[src/rtl/div_period_meter.sv]
// div_period_meter: measures the period and high time of a slow square wave
// in system clock cycles and reports one measurement per input period.
module div_period_meter #(
    parameter int unsigned CNT_W   = 16,
    parameter int unsigned TIMEOUT = 50000
) (
    input  logic             clk,
    input  logic             rst_n,
    input  logic             div_in,
    output logic [CNT_W-1:0] period,
    output logic [CNT_W-1:0] high_time,
    output logic             meas_valid,
    output logic             locked,
    output logic             timeout
);

    typedef enum logic [0:0] {StIdle, StMeasure} state_e;

    localparam logic [CNT_W-1:0] CntMax     = '1;
    localparam logic [CNT_W-1:0] CntOne     = CNT_W'(1);
    localparam logic [CNT_W-1:0] TimeoutVal = CNT_W'(TIMEOUT);

    logic             s1_q, s2_q, d_q;
    logic             rise, fall;
    state_e           state_q, state_d;
    logic [CNT_W-1:0] cnt_q, cnt_d;
    logic [CNT_W-1:0] hs_q, hs_d;
    logic [CNT_W-1:0] period_q, period_d;
    logic [CNT_W-1:0] high_q, high_d;
    logic             mv_q, mv_d;
    logic             locked_q, locked_d;
    logic             timeout_q, timeout_d;

    // Two-flop synchroniser followed by a delay flop for edge detection.
    always_ff @(posedge clk or negedge rst_n) begin
        if (!rst_n) begin
            s1_q <= 1'b0;
            s2_q <= 1'b0;
            d_q  <= 1'b0;
        end else begin
            s1_q <= div_in;
            s2_q <= s1_q;
            d_q  <= s2_q;
        end
    end

    assign rise = s2_q & ~d_q;
    assign fall = ~s2_q & d_q;

    // State, counter, shadow and output registers.
    always_ff @(posedge clk or negedge rst_n) begin
        if (!rst_n) begin
            state_q   <= StIdle;
            cnt_q     <= '0;
            hs_q      <= '0;
            period_q  <= '0;
            high_q    <= '0;
            mv_q      <= 1'b0;
            locked_q  <= 1'b0;
            timeout_q <= 1'b0;
        end else begin
            state_q   <= state_d;
            cnt_q     <= cnt_d;
            hs_q      <= hs_d;
            period_q  <= period_d;
            high_q    <= high_d;
            mv_q      <= mv_d;
            locked_q  <= locked_d;
            timeout_q <= timeout_d;
        end
    end

    // Next-state logic: a rise restarts the count; fall is handled before rise
    // so a degenerate period without a fall reports high_time = 0.
    always_comb begin
        state_d   = state_q;
        cnt_d     = (cnt_q == CntMax) ? cnt_q : cnt_q + CntOne;
        hs_d      = hs_q;
        period_d  = period_q;
        high_d    = high_q;
        mv_d      = 1'b0;
        locked_d  = locked_q;
        timeout_d = timeout_q;

        if (rise) begin
            cnt_d = CntOne;
        end

        case (state_q)
            StIdle: begin
                // Fall is ignored here; the first rise only arms the block.
                if (rise) begin
                    hs_d    = '0;
                    state_d = StMeasure;
                end
            end
            StMeasure: begin
                if (fall) begin
                    hs_d = cnt_q;
                end
                if (rise) begin
                    // Rise wins over a coincident timeout.
                    period_d  = cnt_q;
                    high_d    = hs_q;
                    mv_d      = 1'b1;
                    locked_d  = 1'b1;
                    timeout_d = 1'b0;
                    hs_d      = '0;
                end else if (cnt_q == TimeoutVal) begin
                    timeout_d = 1'b1;
                    locked_d  = 1'b0;
                    state_d   = StIdle;
                end
            end
            default: begin
                state_d = StIdle;
            end
        endcase
    end

    assign period     = period_q;
    assign high_time  = high_q;
    assign meas_valid = mv_q;
    assign locked     = locked_q;
    assign timeout    = timeout_q;

endmodule
[config.mk]
export PLATFORM = sky130hd
export DESIGN_NAME = div_period_meter
export DESIGN_NICKNAME = d
export VERILOG_FILES = /design/src/rtl/div_period_meter.sv
export SDC_FILE = /design/constraint.sdc
export NUM_CORES = 1
export LEC_CHECK = 0
export CAP_MARGIN = 25
export CORE_ASPECT_RATIO = 0.9
export CORE_UTILIZATION = 35
export DETAILED_ROUTE_END_ITERATION = 16
export GPL_TIMING_DRIVEN = 0
export MAX_ROUTING_LAYER = met4
export PLACE_DENSITY = 0.56
export SLEW_MARGIN = 20
export SYNTH_ARGS = -nofsm -noshare
export SYNTH_HDL_FRONTEND = slang
export SYNTH_SLANG_ARGS = --single-unit
[constraint.sdc]
create_clock -name clk -period 2.1 [get_ports clk]
set_clock_uncertainty 0.2 [all_clocks]
set_input_delay 0.42 -clock clk [delete_from_list [all_inputs] [get_ports clk]]
set_output_delay 0.42 -clock clk [all_outputs]
set_load 0.1 [all_outputs]
==> metrics.log, run 1 <==
[metrics] number of antenna violations at the first check in global routing: 0
[metrics] Synth Cell Area: 3080 µm²
[metrics] average size of a mapped cell: ~12 µm²
[metrics] largest net degree at the start of global routing: 43
[metrics] cell-internal power: 2.42 mW
[metrics] number of filler instances in the final layout: 845
[metrics] ANT nets after route: 0
[metrics] starting utilization of the core area: 35.9%
[metrics] die area: slightly above 9000 µm²
[metrics] cells along the critical path: ha_1 -> clkbuf_2 -> nand2_1 -> buf_2 -> mux2_2
[metrics] Diodes inserted: 0
[metrics] fraction of synthesized cell area in xor and xnor cells: less than 1%
[metrics] number of synthesized flops with an enable pin: 0
[metrics] most frequently used flop master after synthesis: dfrtp_1
[metrics] standard-cell rows: 32
[metrics] Comb pwr share: 25.2%
[metrics] Buffers & Inverters on Critical Path: 2
[metrics] top-area cell type share of the netlist area: ~58%
[metrics] wire per inst: 15.1 µm
[metrics] router iterations before antenna repair: 4
[metrics] most area-consuming cells after synthesis: dfrtp_1 (58%), mux2_2 (10%), a22o_1 (9.1%)
[metrics] setup repair after global routing missed its margin: yes
[metrics] sort of element at the end of the critical path: flop
[metrics] total number of H-tree levels: 3
[metrics] via count of the first global-routing pass: 2086
[metrics] maximum clock path buffer count: 2
[metrics] combinational family with the most area after synthesis: compound AO/OA/AOI/OAI gates
[metrics] area of the core: between 8000 and 9000 µm²
[metrics] startpoint-to-endpoint class of the critical path: flop to flop
[metrics] Min-Delay Path Class: flop to flop
[metrics] worst path arrival time: approximately 2000 ps
[metrics] yosys warns: 0
[metrics] max capacitance violation total: 0
[metrics] crit-path max cell delay: 380 ps
[metrics] # DRC: 0
[metrics] proportion of synthesized area in mux cells: 10.9%
[metrics] Placed Instance Area: between 3000 and 4000 µm²
[metrics] crit path max-delay cell type: dfrtp_1
[metrics] distinct cell type count of the synthesized netlist: 40
[metrics] estimated wirelength of the detail-placed design: 4.34 mm
[metrics] pwr/cell area: 948 nW/µm²
[metrics] Critical Path RT: 2130 ps
[metrics] fraction of power consumed by sequential logic: 42.6%
[metrics] maximum frequency from static timing analysis: 0.500 GHz
[metrics] drt via density: 5.00
[metrics] wire length of the first global-routing pass: 10.7 mm
[metrics] clk sinks: between 70 and 80
[metrics] die boundary width: approximately 100 µm
[metrics] share of the clock period used by the worst path: 95.1%
[metrics] cells after synthesis: 247
[metrics] largest driver fanout on the critical path: 10
[metrics] TritonCTS clock tree: done
[metrics] register bit total from synthesis: approximately 70
[metrics] gp weighted congestion: 0.837
[metrics] final setup fails: 0
[metrics] total gr overflow: 0
[metrics] hold violation total from the final report: 0
[metrics] status: complete, no violations
[metrics] switching power total: 1.34 mW
[metrics] clock buffers created by TritonCTS: 9
[metrics] area leader, netlist: dfrtp_1
[metrics] ratio of cells with drive above 1 in the final layout: 38.4%
[metrics] initial detailed-routing violation count: 79
[metrics] min cycle time layout: 2000 ps
[metrics] total number of nets in the final design: 306
[metrics] family with the most delay on the worst path: buffers and inverters
[metrics] Async S/R FF share, synth: 100%
[metrics] total via count after detailed routing: 2121
[metrics] WL final: ~6.4 mm
[metrics] adder and majority gate portion of the synthesized area: 1.22%
[metrics] Simple-Gate Fraction of Synth Area: 11.4%
[metrics] part of the total power dissipated in the clock network: between 30% and 40%
[metrics] signed area change from the synthesized netlist to the final layout: 29.0%
[metrics] clock transition at the registers of the reported paths: roughly 70 ps
[metrics] Max VDD drop: 0.745 mV
[metrics] Mapped Nets: 253
[metrics] Sw Ratio: a little over a third
[metrics] count of pins on the block boundary: 38
[metrics] gr usage total: 15.8%
[metrics] Worst Setup Start Kind: flop
[metrics] cell at the root of the clock tree: clkbuf_8
[metrics] post-route cell area: 3970 µm²
[metrics] final-layout setup total negative slack: 0 ps
[metrics] count of buffers inserted at the top-level ports: 37
[metrics] commonest non-fill, non-tap cell in the layout: dfrtp_1
[metrics] max-slew headroom at the worst pin: ~63%
[metrics] leakage power: 1.75 nW
[metrics] slew at the pin with the worst max-slew slack: 557 ps
[metrics] Overall Power: around 3.8 mW
[metrics] proportion of synthesized chip area in sequential cells: 57.7%
[metrics] clk_lat worst skew: 350 ps
[metrics] compound-cell area share of the yosys netlist: between 15 and 20%
[metrics] highest-count cells in the layout ignoring fill and taps: dfrtp_1 (65), clkdlybuf4s15_2 (35), a22o_1 (32)
[metrics] number of max-slew violations in the final report: 0
[metrics] Chip Height: 90.9 µm
==> cell families after synthesis <==
group | count (synthesis)
and+or+nand+nor | 56
AOI/OAI and AO/OA | 62
adders and majority gates | 3
xor gates and xnor gates | 1
DFF | 71
buffers and inverters | 24
muxes | 30
==> what timing repair did <==
item | 4_1_cts | 5_1_grt
hold buffers | 1 | 0
gates cloned | 0 | 1
setup endpoints to repair | 69 | 32
hold endpoints to repair | 29 | 0
pin swaps | 1 | 1
gates resized for setup | 112 | 15
setup buffers | 1 | 3
==> metal layers <==
layer,part of all wire [%],vias to the layer above,GRT usage (%)
li1,-,1031,-
met5,0,-,-
met4,0.97,0,5.80
met3,4.4,7,4.77
met1,49,1034,21.7
met2,46,49,22.0
==> Yosys cell counts (2+ instances only) <==
master    instances
a21o_1            2
a21oi_1           7
a22o_1           32
a311oi_1          2
a31oi_1           4
and2_1            2
and3_1            2
and4bb_2          2
buf_2             5
clkbuf_1          9
clkbuf_2          2
dfrtp_1          71
ha_1              3
inv_1             6
mux2_2           28
mux2i_1           2
nand2_1           9
nand3_1           4
nand4_1           2
nor2_1           13
nor3_1            7
o21ai_0           8
o31ai_1           4
or3_1             2
or4_1             4
==> worst reg2reg max path, cell delays in order, from the launching register on <==
cell      delay, ps
dfrtp_1         380
ha_1            220
clkbuf_2        210
nand2_1         200
buf_2           300
mux2_2          370
==> cell type report <==
class,instances,area (µm²),area share (%)
clock buffers,9,124,3.12
repair buffers,44,477,12.0
flip-flops and latches,71,1780,45.0
inverters,7,27.5,0.694
multi-input cells,152,1230,31.1
clock inverters,7,96.3,2.43
well taps,119,149,3.75
plain buffers,15,75.1,1.89
==> flip-flops by register name (all words and copies together), names as in the netlist, 16 cells and up <==
register and flops:
hs_q 16, period 16, high_time 16, cnt_q 16
==> worst paths after layout <==
check                                    start                     end  slack [ps]  cells after the start
min in group asynchronous                rst_n  period[15]$_DFFE_PN0P_         340                      2
worst min register to register  s1_q$_DFF_PN0_          s2_q$_DFF_PN0_         150                      0
worst max-delay path            s2_q$_DFF_PN0_   period[4]$_DFFE_PN0P_         100                      5
worst min-delay path            s1_q$_DFF_PN0_          s2_q$_DFF_PN0_         150                      0
max in group asynchronous                rst_n    cnt_q[8]$_DFFE_PN0P_         800                      3
worst max register to register  s2_q$_DFF_PN0_   period[4]$_DFFE_PN0P_         100                      5
==> per-stage QoR <==
stage	instances	hold slack, ps	setup slack (ps)	utilization (%)
after CTS	421	158	8.54	45.6
after detailed placement	404	140	-227	42.2
after floorplan	247	-75.6	133	-
after global routing	424	168	-16.8	46.3
after global placement	403	136	-1990	42.0
final	424	154	102	46.3
==> power by group through the flow <==
stage | registers, mW | logic (mW) | clock network [mW]
2_1_floorplan | 2.08 | 0.236 | 0
3_3_place_gp | 1.63 | 0.937 | 0
3_5_place_dp | 1.63 | 0.946 | 0
4_1_cts | 1.61 | 0.931 | 1.25
5_1_grt | 1.63 | 1.00 | 1.30
6_report | 1.60 | 0.949 | 1.21
No activity file was read; power rests on OpenSTA's default activity.
==> run 2, diff against run 1 <==
- CELL_PAD_IN_SITES_DETAIL_PLACEMENT: unset -> 1
- CELL_PAD_IN_SITES_GLOBAL_PLACEMENT: unset -> 2
- CORE_UTILIZATION: 35 -> 34
- PLACE_DENSITY: 0.56 -> 0.74
==> metrics.log, run 2 (synthesis results as in run 1) <==
[metrics] crit-path max cell delay: 390 ps (about the same)
[metrics] wire per inst: 16.5 µm (+9.5%)
[metrics] largest driver fanout on the critical path: 10 (unchanged)
[metrics] die area: 9430 µm² (+2.9%)
[metrics] number of max-slew violations in the final report: 0 (unchanged)
[metrics] die boundary width: 102 µm (+1.4%)
[metrics] ANT nets after route: 0 (unchanged)
[metrics] highest-count cells in the layout ignoring fill and taps: dfrtp_1 (66), clkdlybuf4s15_2 (35), a22o_1 (32)
[metrics] final-layout setup total negative slack: 0 ps (unchanged)
[metrics] clock buffers created by TritonCTS: 9 (unchanged)
[metrics] starting utilization of the core area: 35.4% (-0.50 points)
[metrics] initial detailed-routing violation count: 60 (-24%)
[metrics] via count of the first global-routing pass: 2243 (+7.5%)
[metrics] sort of element at the end of the critical path: flop
[metrics] signed area change from the synthesized netlist to the final layout: 28.9% (about the same)
[metrics] worst path arrival time: 2050 ps (+20 ps)
[metrics] Overall Power: 3.80 mW (+1.0%)
[metrics] cell at the root of the clock tree: clkbuf_8
[metrics] status: complete, no violations
[metrics] leakage power: 1.76 nW (+0.70%)
[metrics] WL final: 7.02 mm (+9.5%)
[metrics] crit path max-delay cell type: dfrtp_1
[metrics] gr usage total: 17.4% (+1.6 points)
[metrics] slack of the worst reg-to-reg path: 90 ps (about the same)
[metrics] wire length of the first global-routing pass: 11.8 mm (+10%)
[metrics] ratio of cells with drive above 1 in the final layout: 37.4% (-0.98 points)
[metrics] Max VDD drop: 0.498 mV (-33%)
[metrics] maximum clock path buffer count: 2 (unchanged)
[metrics] gp weighted congestion: 0.726 (-13%)
[metrics] clock transition at the registers of the reported paths: 80 ps (about the same)
[metrics] met2 layer usage reported by global route: 26.5% (+4.5 points)
[metrics] Worst Setup Start Kind: flop
[metrics] cells along the critical path: ha_1 -> clkbuf_2 -> nand2_1 -> clkbuf_2 -> mux2_2
[metrics] hold violation total from the final report: 0 (unchanged)
[metrics] global routing's busiest layer: met2
[metrics] TritonCTS clock tree: done
[metrics] total number of nets in the final design: 306 (unchanged)
[metrics] maximum frequency from static timing analysis: 0.497 GHz (-0.63%)
[metrics] drt via density: 5.13 (+2.5%)
[metrics] max-slew headroom at the worst pin: 61.5% (-1.4 points)
[metrics] Diodes inserted: 0 (unchanged)
[metrics] hold path depth: 0 (unchanged)
[metrics] CP dominant cell by count: clkbuf_2
[metrics] router iterations before antenna repair: 4 (unchanged)
[metrics] # DRC: 0 (unchanged)
[metrics] family with the most delay on the worst path: buffers and inverters
[metrics] min cycle time layout: 2010 ps (+12.8 ps)
[metrics] largest net degree at the start of global routing: 40 (-7.0%)
[metrics] final setup fails: 0 (unchanged)
[metrics] clk_lat worst skew: 350 ps (about the same)
[metrics] area of the core: 8690 µm² (+1.4%)
[metrics] slew at the pin with the worst max-slew slack: 578 ps (+20.9 ps)
[metrics] count of pins on the block boundary: 38 (unchanged)
[metrics] count of buffers inserted at the top-level ports: 37 (unchanged)
[metrics] pwr/cell area: 958 nW/µm² (+1.1%)
[metrics] total number of H-tree levels: 3 (unchanged)
[metrics] total via count after detailed routing: 2175 (+2.5%)
[metrics] path depth of the worst reg2reg path: 5 (unchanged)
[metrics] number of antenna violations at the first check in global routing: 0 (unchanged)
[metrics] share of the clock period used by the worst path: 95.8% (+0.61 points)
[metrics] Buffers & Inverters on Critical Path: 2 (unchanged)
[metrics] clk sinks: 71 (unchanged)
[metrics] Critical Path RT: 2140 ps (about the same)
[metrics] Min-Delay Path Class: flop to flop
[metrics] number of cells on the critical path: 5 (unchanged)
[metrics] max capacitance violation total: 0 (unchanged)
[metrics] startpoint-to-endpoint class of the critical path: flop to flop
[metrics] met1 usage: 22.3% (+0.67 points)
[metrics] commonest non-fill, non-tap cell in the layout: dfrtp_1
[metrics] estimated wirelength of the detail-placed design: 4.75 mm (+9.6%)
[metrics] Chip Height: 92.2 µm (+1.4%)
[metrics] total gr overflow: 0 (unchanged)
[metrics] standard-cell rows: 32 (unchanged)
[metrics] GR Util met3: 5.26% (+0.49 points)
[run 2: cell count changes in the layout (fill, tap and decap cells not counted), sizes merged]
cell,delta
clkbuf,+2
inv,+1
buf,-2
clkinvlp,-2
clkinv,+1
[run 2: final cells by class]
type                            instances  area [µm²]
Fill cell                             928        4720
Sequential cell                        71        1780
Multi-Input combinational cell        152        1220
Timing Repair Buffer                   44         479
Tap cell                              119         149
Clock buffer                            9         124
Clock inverter                          7         105
Buffer                                 15        80.1
Inverter                                7        27.5
[run 2: what timing repair did]
action,CTS,global route
endpoints found under the hold margin,38,0
hold buffers,1,0
cloned,0,0
gates resized for setup,114,10
endpoints found under the setup margin,76,35
pin swaps,1,0
setup buffers,4,1
[run 2: final timing paths]
path | startpoint | endpoint
max in group asynchronous | rst_n | cnt_q[8]$_DFFE_PN0P_
setup / recovery | s2_q$_DFF_PN0_ | period[14]$_DFFE_PN0P_
hold reg to reg | s1_q$_DFF_PN0_ | s2_q$_DFF_PN0_
min in group asynchronous | rst_n | hs_q[3]$_DFFE_PN0P_
hold / removal | s1_q$_DFF_PN0_ | s2_q$_DFF_PN0_
setup reg to reg | s2_q$_DFF_PN0_ | period[14]$_DFFE_PN0P_
[run 2: worst reg2reg max path: cells and delay by family (launching register included)]
kind                     cells  cell delay [ps]
flip-flops                   1              390
AND/OR/NAND/NOR              1              190
buffers and inverters        2              510
adder cells (fa/ha/maj)      1              230
multiplexers                 1              380
[run 2: stage by stage]
stage	instances	worst slack [ps]	area (µm²)	util [%]	hold slack [ps]
floorplan	247	133	3080	-	-75.6
global placement	403	-2100	3600	41.4	133
detailed placement	404	-315	3610	41.6	147
CTS	424	2.93	3940	45.4	164
global route	424	-4.30	3970	45.7	172
finish	424	89.2	3970	45.7	161
[run 2: per-layer routing]
layer  up-vias  part of all wire [%]
met2        38                    48
li1       1031                     -
met4         0                  0.80
met1      1099                    47
met3         7                   3.3
met5         -                     0
[run 2: where the power goes]
| group | internal [mW] | switching [mW] | total [mW] | leakage, nW |
|---|---|---|---|---|
| clock | 0.684 | 0.556 | 1.24 | 0.112 |
| combinational | 0.256 | 0.715 | 0.971 | 0.704 |
| sequential | 1.50 | 0.0925 | 1.59 | 0.946 |
| total | 2.44 | 1.36 | 3.80 | 1.76 |
